`config.mk`:
```
export PLATFORM = sky130hd
export DESIGN_NAME = sram_burst_arbiter_flat
export DESIGN_NICKNAME = d
export VERILOG_FILES = /design/src/rtl/sram_burst_arbiter_pkg.sv /design/src/rtl/sram_burst_arbiter_if.sv /design/src/rtl/sram_burst_arbiter_rr_pick.sv /design/src/rtl/sram_burst_arbiter.sv /design/src/flat_wrapper.sv
export SDC_FILE = /design/constraint.sdc
export NUM_CORES = 1
export LEC_CHECK = 0
export ABC_AREA = 1
export BUFFER_PORTS_ARGS = -buffer_cell sky130_fd_sc_hd__buf_2
export CAP_MARGIN = 30
export CORE_ASPECT_RATIO = 0.7
export CORE_UTILIZATION = 33
export CTS_CLUSTER_SIZE = 14
export DETAILED_ROUTE_END_ITERATION = 16
export GPL_ROUTABILITY_DRIVEN = 0
export PLACE_DENSITY = 0.77
export REMOVE_ABC_BUFFERS = 1
export SYNTH_ARGS = -nofsm -noshare
export SYNTH_HDL_FRONTEND = slang
export SYNTH_SLANG_ARGS = --single-unit
```
`constraint.sdc`:
```
create_clock -name CLK -period 1.4 [get_ports CLK]
set_clock_uncertainty 0.15 [all_clocks]
set_input_delay 0.21 -clock CLK [delete_from_list [all_inputs] [get_ports CLK]]
set_output_delay 0.21 -clock CLK [all_outputs]
set_load 0.03 [all_outputs]
```
`src/rtl/sram_burst_arbiter_pkg.sv`:
```
// Shared types and width helpers for the SRAM burst arbiter.
package sram_arb_pkg;

  typedef enum logic {
    IDLE  = 1'b0,
    BURST = 1'b1
  } state_t;

  // Upper bounds for the beat-attribute fields; real widths are sliced in the top.
  localparam int unsigned MAX_AW = 32;
  localparam int unsigned MAX_LW = 16;

  function automatic int unsigned addr_width(input int unsigned depth);
    return (depth > 1) ? $clog2(depth) : 1;
  endfunction

  function automatic int unsigned len_width(input int unsigned max_burst);
    return (max_burst > 1) ? $clog2(max_burst) : 1;
  endfunction

  typedef struct packed {
    logic              we;
    logic [MAX_AW-1:0] addr;
    logic [MAX_LW-1:0] remaining;
  } beat_t;

endpackage

```
`src/rtl/sram_burst_arbiter_if.sv`:
```
// Requester-side burst bus of the SRAM arbiter, slices indexed by requester.
interface sram_burst_arbiter_if #(
  parameter int unsigned NUM_REQ = 2,
  parameter int unsigned AW      = 11,
  parameter int unsigned LW      = 4,
  parameter int unsigned numBit  = 32
);
  logic [NUM_REQ-1:0]        req_i;
  logic [NUM_REQ-1:0]        req_we_i;
  logic [NUM_REQ*AW-1:0]     req_addr_i;
  logic [NUM_REQ*LW-1:0]     req_len_i;
  logic [NUM_REQ-1:0]        gnt_o;
  logic [NUM_REQ*numBit-1:0] wdata_i;
  logic [NUM_REQ-1:0]        wready_o;
  logic [NUM_REQ-1:0]        rvalid_o;
  logic [numBit-1:0]         rdata_o;
  logic                      busy_o;

  modport master (
    output req_i, req_we_i, req_addr_i, req_len_i, wdata_i,
    input  gnt_o, wready_o, rvalid_o, rdata_o, busy_o
  );

  modport slave (
    input  req_i, req_we_i, req_addr_i, req_len_i, wdata_i,
    output gnt_o, wready_o, rvalid_o, rdata_o, busy_o
  );
endinterface

```
`src/rtl/sram_burst_arbiter_rr_pick.sv`:
```
// Round-robin picker: first set request searching upward from ptr+1 with wrap.
module rr_pick #(
  parameter  int unsigned NUM_REQ = 2,
  localparam int unsigned PW      = (NUM_REQ > 1) ? $clog2(NUM_REQ) : 1
) (
  input  logic [NUM_REQ-1:0] req,
  input  logic [PW-1:0]      ptr,
  output logic [NUM_REQ-1:0] winner,
  output logic               valid
);
  logic [PW-1:0] idx;

  always_comb begin
    winner = '0;
    valid  = 1'b0;
    idx    = '0;
    for (int unsigned i = 1; i <= NUM_REQ; i++) begin
      idx = PW'((32'(ptr) + i) % NUM_REQ);
      if (!valid && req[idx]) begin
        winner[idx] = 1'b1;
        valid       = 1'b1;
      end
    end
  end
endmodule

```
`src/rtl/sram_burst_arbiter.sv`:
```
// Shares one single-port SRAM among NUM_REQ requesters, granting whole
// auto-incrementing bursts round-robin and steering read data back.
module sram_burst_arbiter
  import sram_arb_pkg::*;
#(
  parameter  int unsigned NUM_REQ   = 2,
  parameter  int unsigned numWord   = 2048,
  parameter  int unsigned numBit    = 32,
  parameter  int unsigned MAX_BURST = 16,
  localparam int unsigned AW        = addr_width(numWord),
  localparam int unsigned LW        = len_width(MAX_BURST)
) (
  input  logic                 CLK,
  input  logic                 reset,
  sram_burst_arbiter_if.slave  bus,
  output logic                 sram_ceb_o,
  output logic                 sram_web_o,
  output logic [AW-1:0]        sram_a_o,
  output logic [numBit-1:0]    sram_d_o,
  input  logic [numBit-1:0]    sram_q_i
);
  localparam int unsigned PW = (NUM_REQ > 1) ? $clog2(NUM_REQ) : 1;

  state_t             state_q;
  beat_t              beat_q;
  logic [PW-1:0]      owner_q;
  logic [PW-1:0]      ptr_q;
  logic [NUM_REQ-1:0] rvalid_q;
  logic [NUM_REQ-1:0] win_oh;
  logic               win_valid;
  logic [PW-1:0]      win_idx;
  logic [NUM_REQ-1:0] owner_oh;
  logic [AW-1:0]      cur_addr;
  logic [AW-1:0]      next_addr;
  logic [LW-1:0]      remaining;
  logic               unused_hi;

  rr_pick #(.NUM_REQ(NUM_REQ)) u_pick (
    .req    (bus.req_i),
    .ptr    (ptr_q),
    .winner (win_oh),
    .valid  (win_valid)
  );

  always_comb begin
    win_idx = '0;
    for (int unsigned i = 0; i < NUM_REQ; i++)
      if (win_oh[i]) win_idx = PW'(i);
  end

  assign owner_oh  = NUM_REQ'(1) << owner_q;
  assign cur_addr  = beat_q.addr[AW-1:0];
  assign remaining = beat_q.remaining[LW-1:0];
  assign next_addr = (cur_addr == AW'(numWord - 1)) ? '0 : cur_addr + AW'(1);
  assign unused_hi = ^{beat_q.addr[MAX_AW-1:AW], beat_q.remaining[MAX_LW-1:LW]};

  always_ff @(posedge CLK or negedge reset) begin
    if (!reset) begin
      state_q  <= IDLE;
      beat_q   <= '0;
      owner_q  <= '0;
      ptr_q    <= PW'(NUM_REQ - 1);
      rvalid_q <= '0;
    end else begin
      rvalid_q <= '0;
      case (state_q)
        IDLE: begin
          if (win_valid) begin
            state_q          <= BURST;
            owner_q          <= win_idx;
            ptr_q            <= win_idx;
            beat_q.we        <= bus.req_we_i[win_idx];
            beat_q.addr      <= MAX_AW'(bus.req_addr_i[win_idx*AW +: AW]);
            beat_q.remaining <= MAX_LW'(bus.req_len_i[win_idx*LW +: LW]);
          end
        end
        BURST: begin
          // Read data returns one cycle after its beat, matching the SRAM's registered output.
          if (!beat_q.we) rvalid_q <= owner_oh;
          beat_q.addr <= MAX_AW'(next_addr);
          if (remaining == '0) state_q <= IDLE;
          else                 beat_q.remaining <= MAX_LW'(remaining - LW'(1));
        end
        default: state_q <= IDLE;
      endcase
    end
  end

  always_comb begin
    sram_ceb_o   = 1'b1;
    sram_web_o   = 1'b1;
    sram_a_o     = '0;
    sram_d_o     = '0;
    bus.wready_o = '0;
    if (state_q == BURST) begin
      sram_ceb_o = 1'b0;
      sram_web_o = ~beat_q.we;
      sram_a_o   = cur_addr;
      if (beat_q.we) begin
        sram_d_o     = bus.wdata_i[owner_q*numBit +: numBit];
        bus.wready_o = owner_oh;
      end
    end
  end

  // Grant is gated by reset so it stays low while reset is held.
  assign bus.gnt_o    = (state_q == IDLE && reset) ? win_oh : '0;
  assign bus.busy_o   = (state_q == BURST);
  assign bus.rvalid_o = rvalid_q;
  assign bus.rdata_o  = sram_q_i;

endmodule
```
`src/flat_wrapper.sv`:
```
// flat-port wrapper written by rule: the top's interface ports become plain ports
module sram_burst_arbiter_flat import sram_arb_pkg::*;
#(
  parameter  int unsigned NUM_REQ   = 2,
  parameter  int unsigned numWord   = 2048,
  parameter  int unsigned numBit    = 32,
  parameter  int unsigned MAX_BURST = 16,
  localparam int unsigned AW        = addr_width(numWord),
  localparam int unsigned LW        = len_width(MAX_BURST)
)
  (CLK, reset, sram_ceb_o, sram_web_o, sram_a_o, sram_d_o, sram_q_i, bus_req_i, bus_req_we_i, bus_req_addr_i, bus_req_len_i, bus_wdata_i, bus_gnt_o, bus_wready_o, bus_rvalid_o, bus_rdata_o, bus_busy_o);
  sram_burst_arbiter_if #(.NUM_REQ(NUM_REQ), .numBit(numBit)) bus_i ();
  input  logic CLK;
  input  logic reset;
  output logic sram_ceb_o;
  output logic sram_web_o;
  output logic [AW-1:0] sram_a_o;
  output logic [numBit-1:0] sram_d_o;
  input  logic [numBit-1:0] sram_q_i;
  input wire logic [$bits(bus_i.req_i)-1:0] bus_req_i;
  input wire logic [$bits(bus_i.req_we_i)-1:0] bus_req_we_i;
  input wire logic [$bits(bus_i.req_addr_i)-1:0] bus_req_addr_i;
  input wire logic [$bits(bus_i.req_len_i)-1:0] bus_req_len_i;
  input wire logic [$bits(bus_i.wdata_i)-1:0] bus_wdata_i;
  output wire logic [$bits(bus_i.gnt_o)-1:0] bus_gnt_o;
  output wire logic [$bits(bus_i.wready_o)-1:0] bus_wready_o;
  output wire logic [$bits(bus_i.rvalid_o)-1:0] bus_rvalid_o;
  output wire logic [$bits(bus_i.rdata_o)-1:0] bus_rdata_o;
  output wire logic [$bits(bus_i.busy_o)-1:0] bus_busy_o;
  assign bus_i.req_i = bus_req_i;
  assign bus_i.req_we_i = bus_req_we_i;
  assign bus_i.req_addr_i = bus_req_addr_i;
  assign bus_i.req_len_i = bus_req_len_i;
  assign bus_i.wdata_i = bus_wdata_i;
  assign bus_gnt_o = bus_i.gnt_o;
  assign bus_wready_o = bus_i.wready_o;
  assign bus_rvalid_o = bus_i.rvalid_o;
  assign bus_rdata_o = bus_i.rdata_o;
  assign bus_busy_o = bus_i.busy_o;
  sram_burst_arbiter #(.NUM_REQ(NUM_REQ), .numWord(numWord), .numBit(numBit), .MAX_BURST(MAX_BURST)) u_core (.CLK(CLK), .reset(reset), .bus(bus_i), .sram_ceb_o(sram_ceb_o), .sram_web_o(sram_web_o), .sram_a_o(sram_a_o), .sram_d_o(sram_d_o), .sram_q_i(sram_q_i));
endmodule
```
## After elaboration in Yosys (flattened, before gate mapping)

Cells that the tools add are included.

| storage, ports and cells | value |
|---|---|
| logic and storage cells | 67 |
| bits in registers | 21 |
| output and inout port bits | 84 |

| cells by class | value |
|---|---|
| mux-type cells | 32 |
| multipliers | 1 |
| shifts and indexed selects | 4 |
| reductions and logical operators | 8 |
| add/sub/neg operators | 4 |
| $lt $le $gt $ge | 5 |
| bitwise logic cells | 3 |
| equal/unequal tests | 3 |

Operator list:

| cell | number |
|---|---|
| two-way mux 32 bit | 2 |
| indexed part select 64 x 7 -> 32 bit | 1 |
| case mux 27 bit (2 select lines) | 1 |
| two-way mux 27 bit | 1 |
| two-way mux 11 bit | 2 |
| indexed part select 22 x 6 -> 11 bit | 1 |
| two-way mux 16 bit | 1 |
| two-way mux 1 bit | 15 |
| two-way mux 2 bit | 7 |
| adder 11 x 1 -> 11 bit (second input constant) | 1 |
| equality test 11 bit (second input constant) | 1 |
| indexed part select 8 x 4 -> 4 bit | 1 |
| < comparator 1 x 2 -> 1 bit (second input constant) | 3 |
| multiplier 1 x 4 -> 5 bit (second input constant) | 1 |
| subtractor 4 x 1 -> 5 bit (second input constant) | 1 |
| logical AND 1 bit | 4 |
| logical NOT 4 bit | 1 |
| inequality test 2 bit (second input constant) | 2 |
| AND reduction 2 bit | 2 |
| adder 1 bit (second input constant) | 2 |
| demux 1 bit (select 1 bit) | 2 |
| greater-or-equal comparator 1 bit (second input constant) | 2 |
| NOT 1 bit | 2 |
| bitwise OR 2 bit | 1 |
| 3 further kinds | 3 |

## Depth between registers and ports, before layout

| logic depth | value |
|---|---|
| depth in word-level cells | 13 |
| depth in mapped cells | 8 |

## Hierarchy

A second synthesis with hierarchy kept.

| unflattened totals | value |
|---|---|
| cell total of the unflattened synthesis | 304 |
| area total of the unflattened synthesis | 2167.1 µm² |

Modules (own cells, without submodules):

| module | seq. area each (µm²) | area an instance (µm²) | instances | cells each |
|---|---|---|---|---|
| sram_burst_arbiter | 526.8 | 2140.8 | 1 | 298 |
| rr_pick | 0.0 | 26.3 | 1 | 6 |

## Worst setup path after synthesis

OpenSTA, ideal clock, no wires.

| timing | value |
|---|---|
| kind | flip-flop to output port |
| start | reg u_core.state_q, in the netlist u_core.bus.busy_o |
| end | out bus_gnt_o[0] |
| data arrival time | 1572 ps |
| setup slack | -532 ps |
| path buffers | 2 |
| cell stages (with the launch flop) | 4 |
| required time | 1040 ps |
| cells stage by stage | dfrtp_1 buf_4 buf_2 nor3_1 |

| on the way | value |
|---|---|
| longest elaborated chain between the ends | 3 |

RTL lines:

| what | line | text |
|---|---|---|
| start, declared | sram_burst_arbiter.sv:24 | `state_t state_q;` |
| start signal, assigned | sram_burst_arbiter.sv:59 | `state_q <= IDLE;` |
| start signal, assigned | sram_burst_arbiter.sv:69 | `state_q <= BURST;` |
| start signal, assigned | sram_burst_arbiter.sv:81 | `if (remaining == '0) state_q <= IDLE;` |
| NOT 1 bit (no source line) | -- |  |
| logical AND 1 bit | sram_burst_arbiter.sv:107 | `assign bus.gnt_o = (state_q == IDLE && reset) ? win_oh : '0;` |
| two-way mux 2 bit | sram_burst_arbiter.sv:107 |  |
| end, declared | flat_wrapper.sv:25 | `output wire logic [$bits(bus_i.gnt_o)-1:0] bus_gnt_o;` |

Every way passes these cells.

## Worst setup path after layout

| timing | value |
|---|---|
| start | reg u_core.state_q, in the netlist u_core.bus.busy_o |
| end | out sram_d_o[18] |

| on the way | value |
|---|---|
| longest elaborated chain between the ends | 1 |

RTL lines:

| what | line | text |
|---|---|---|
| two-way mux 32 bit | sram_burst_arbiter.sv:95 | `if (state_q == BURST) begin` |
| end, declared | flat_wrapper.sv:18 | `output logic [numBit-1:0] sram_d_o;` |

Every way passes these cells.

==> flow_summary_export.csv <==
group,metric,value,unit
routing,wl,9453,um
logic_synthesis,yosys_most_used_dff,"dfrtp_1",
power_and_ir_drop,clkPwrFrac,4.5,%
logic_synthesis,synth_area_leaders,"dfrtp_1 23%, buf_4 13%, a22o_1 13%, nand2_1 12%, inv_1 6.9%",
power_and_ir_drop,p_leak,1.991,nW
worst_setup_path,endpoint_kind,"primary output",
global_route,grt_max_degree,22,
final_layout,area_growth_syn_to_layout,68.85,%
global_route,grt.total_usage,25.50,%
timing,grt_setup_unrepaired,"yes",
logic_synthesis,yosysSeqAreaShare,24.38,%
logic_synthesis,synthCells,316,
clock_network,clock-root-buffer,"clkbuf_8",
routing,wl_per_cell,17.16,um
worst_setup_path,cp_max_fo,21,
clock_network,htreeDepth,1,
power_and_ir_drop,seqPwrFrac,13.3,%
worst_setup_path,reg2reg_depth,10,
worst_setup_path,cp_data_required_time,1040,ps
timing,relSlewSlack,80.10,%
timing,fin_setup_tns,-17090,ps
clock_network,clkTransAtPathRegs,90,ps
placed_design,numPortBuffers,151,
die,die_y,69.70,um
global_route,grt_pass1_wl,13520,um
final_layout,drive_gt1_share,55.18,%
power_and_ir_drop,cellInternalPower,4.501,mW
die,start_util,34.43,%
clock_network,clk_latency,270,ps
timing,finalWorstSetupSlack,-393.4,ps
final_layout,nFillCells,553,
global_route,antenna_found_initial,0,
routing,viasPerCell,4.917,
die,core,6276,um2
routing,vias,2709,
power_and_ir_drop,switching_share,51.66,%
logic_synthesis,yosys_register_bits,21,
die,die_area,6880,um2
final_layout,antenna_cells,0,
routing,antenna_left,0,
routing,drt-pass1-iter-count,5,
worst_setup_path,worst_ep_arrival_time,1430,ps
clock_network,cts_buffers,3,
logic_synthesis,async_reset_ff_share,100.0,%
routing,drt-initial-drc-count,202,
die,boundaryPins,216,
clock_network,cts_tree,"done",
clock_network,numClockSinks,21,
hold_path,hold_depth,3,
timing,period_share,128.1,%
logic_synthesis,synth-edff-count,0,
logic_synthesis,yosys.area.top_type,"dfrtp_1",
final_layout,layout.nets,609,
die,die_w,98.72,um
power_and_ir_drop,p_switching,4.809,mW
logic_synthesis,netlist_area,2161,um2
placed_design,dp_hpwl,6873,um
worst_setup_path,crit_type,"flop to primary output",
logic_synthesis,syn_area_per_cell,6.838,um2
timing,max_freq,557.6,MHz
timing,hold_viol,0,
job,maxCapViolations,0,
hold_path,hold_path.class,"input pin to flop",
outcome,status,"finished with violations",
timing,worst_pin_slew,298.4,ps
logic_synthesis,yosysTopAreaCellShare,23.16,%
die,core.rowCount,24,
logic_synthesis,ys_warn_count,0,
worst_setup_path,start_kind,"flop",
global_route,gr-total-overflow,0,
timing,min_period,1793,ps
clock_network,clockBufferDepth,2,
global_route,grt_pass1_vias,2483,
final_layout,fin_util,58.13,%
placed_design,place_ws,-104.7,ps
outcome,violations,"setup timing",
timing,final_max_slew_viol_count,0,
routing,drc_errors,0,
logic_synthesis,ys_types,29,
timing,finalSetupViolCount,66,
power_and_ir_drop,power_density,2552,nW/um2
power_and_ir_drop,ir_drop,1.264,mV
power_and_ir_drop,power_frac_comb,82.2,%
## cells in the mapped netlist (2+ instances only)
cell       n
nand2_2    4
buf_2      6
nor2_2     3
buf_4     38
inv_2      5
dfrtp_1   20
nor2_4     2
a22o_1    32
a21oi_2    3
nand4_1    5
inv_1     40
nand2_1   68
nand2_4    3
o21bai_1   2
a21oi_1    5
nor3_1     3
o211ai_1   6
nand3b_1   2
o21ai_1    9
o21ai_0    5
ha_1       3
nand3_1   21
nor2_1    25
## cell type report
class / instances / area [um2] / area share (%)
clock buffers: 3 / 41.29 / 1.132
clock inverters: 1 / 5.005 / 0.1372
inverters: 46 / 191.4 / 5.247
multi-input cells: 204 / 1290 / 35.36
flip-flops and latches: 21 / 528.0 / 14.47
well taps: 78 / 97.59 / 2.675
repair buffers: 197 / 1484 / 40.67
repair inverters: 1 / 11.26 / 0.3086
## power groups by stage
stage	sequential, mW	combinational [mW]	clock (mW)
2_1_floorplan	1.33	3.74	0
3_3_place_gp	1.20	5.84	0
3_5_place_dp	1.21	5.95	0
4_1_cts	1.21	6.99	0.419
5_1_grt	1.27	8.13	0.453
6_report	1.24	7.65	0.421
## metal layers
metal | share of wire (%) | global-route usage (%) | vias up
li1 | - | - | 1324
met3 | 12 | 14.52 | 16
met4 | 1.5 | 5.473 | 0
met5 | 0 | 3.846 | -
met1 | 45 | 35.26 | 1228
met2 | 42 | 33.41 | 141
## path summary, 6_finish.rpt
check	startpoint	to	slack (ps)
max reg2reg	u_core.ptr_q	u_core.beat_q[3]	-150
max in group asynchronous	reset	u_core.ptr_q	460
min in group asynchronous	reset	u_core.beat_q[18]	360
max	u_core.bus.busy_o	sram_d_o[18]	-390
min	bus_req_we_i[0]	u_core.beat_q[48]	40
min reg2reg	u_core.beat_q[3]	u_core.beat_q[3]	390
## through the flow
step / cells / power [mW] / area, um2 / hold slack, ps
after global routing: 551 / 9.851 / 3649 / 33.24
after global placement: 534 / 7.040 / 2968 / 109.6
after CTS: 542 / 8.620 / 3367 / 38.05
after detailed placement: 534 / 7.162 / 2968 / 113.6
after floorplan: 271 / 5.063 / 1834 / -235.6
final: 551 / 9.310 / 3649 / 35.28
## registers in the layout, summed over array words and instances, names as in the netlist
register,cells
u_core.bus.busy_o,1
u_core.ptr_q,1
u_core.bus.rvalid_o,2
u_core.owner_q,1
u_core.beat_q,16
## timing repair
item | CTS | global route
pin swaps | 15 | 18
setup buffers | 3 | 10
endpoints found under the hold margin | 20 | 0
cloned | 0 | 1
resized for setup | 99 | 73
endpoints found under the setup margin | 65 | 66
hold buffers | 1 | 0
## critical path, cell delays in order (launching register included)
cell and delay [ps]:
dfrtp_2 460, nand2_4 110, nor2_4 50, buf_12 160, a22o_1 240, buf_6 150
## kinds of logic after synthesis
kind of cell / after synthesis / synth area share, %
buffers and inverters: 91 / 23.16
and+or+nand+nor: 138 / 29.07
DFF: 21 / 24.38
AOI/OAI and AO/OA: 63 / 21.66
adders and majority gates: 3 / 1.737
## placed cells by master (no fill, tap or decap), types with 3 or more instances in the layout
cell type,count
dfrtp_1,19
nor2_1,19
o211ai_1,6
nand4_1,5
a21oi_1,4
o21ai_1,8
nand2_4,6
buf_8,4
o21ai_0,5
nand3_2,3
nand3_1,18
clkbuf_8,3
inv_2,10
a22o_1,31
buf_2,108
a21oi_2,4
buf_6,58
nand2_1,54
nor2_4,6
nand2_2,13
inv_8,3
buf_4,23
nor2_2,5
inv_1,33
Power figures use the tool's default switching activity.
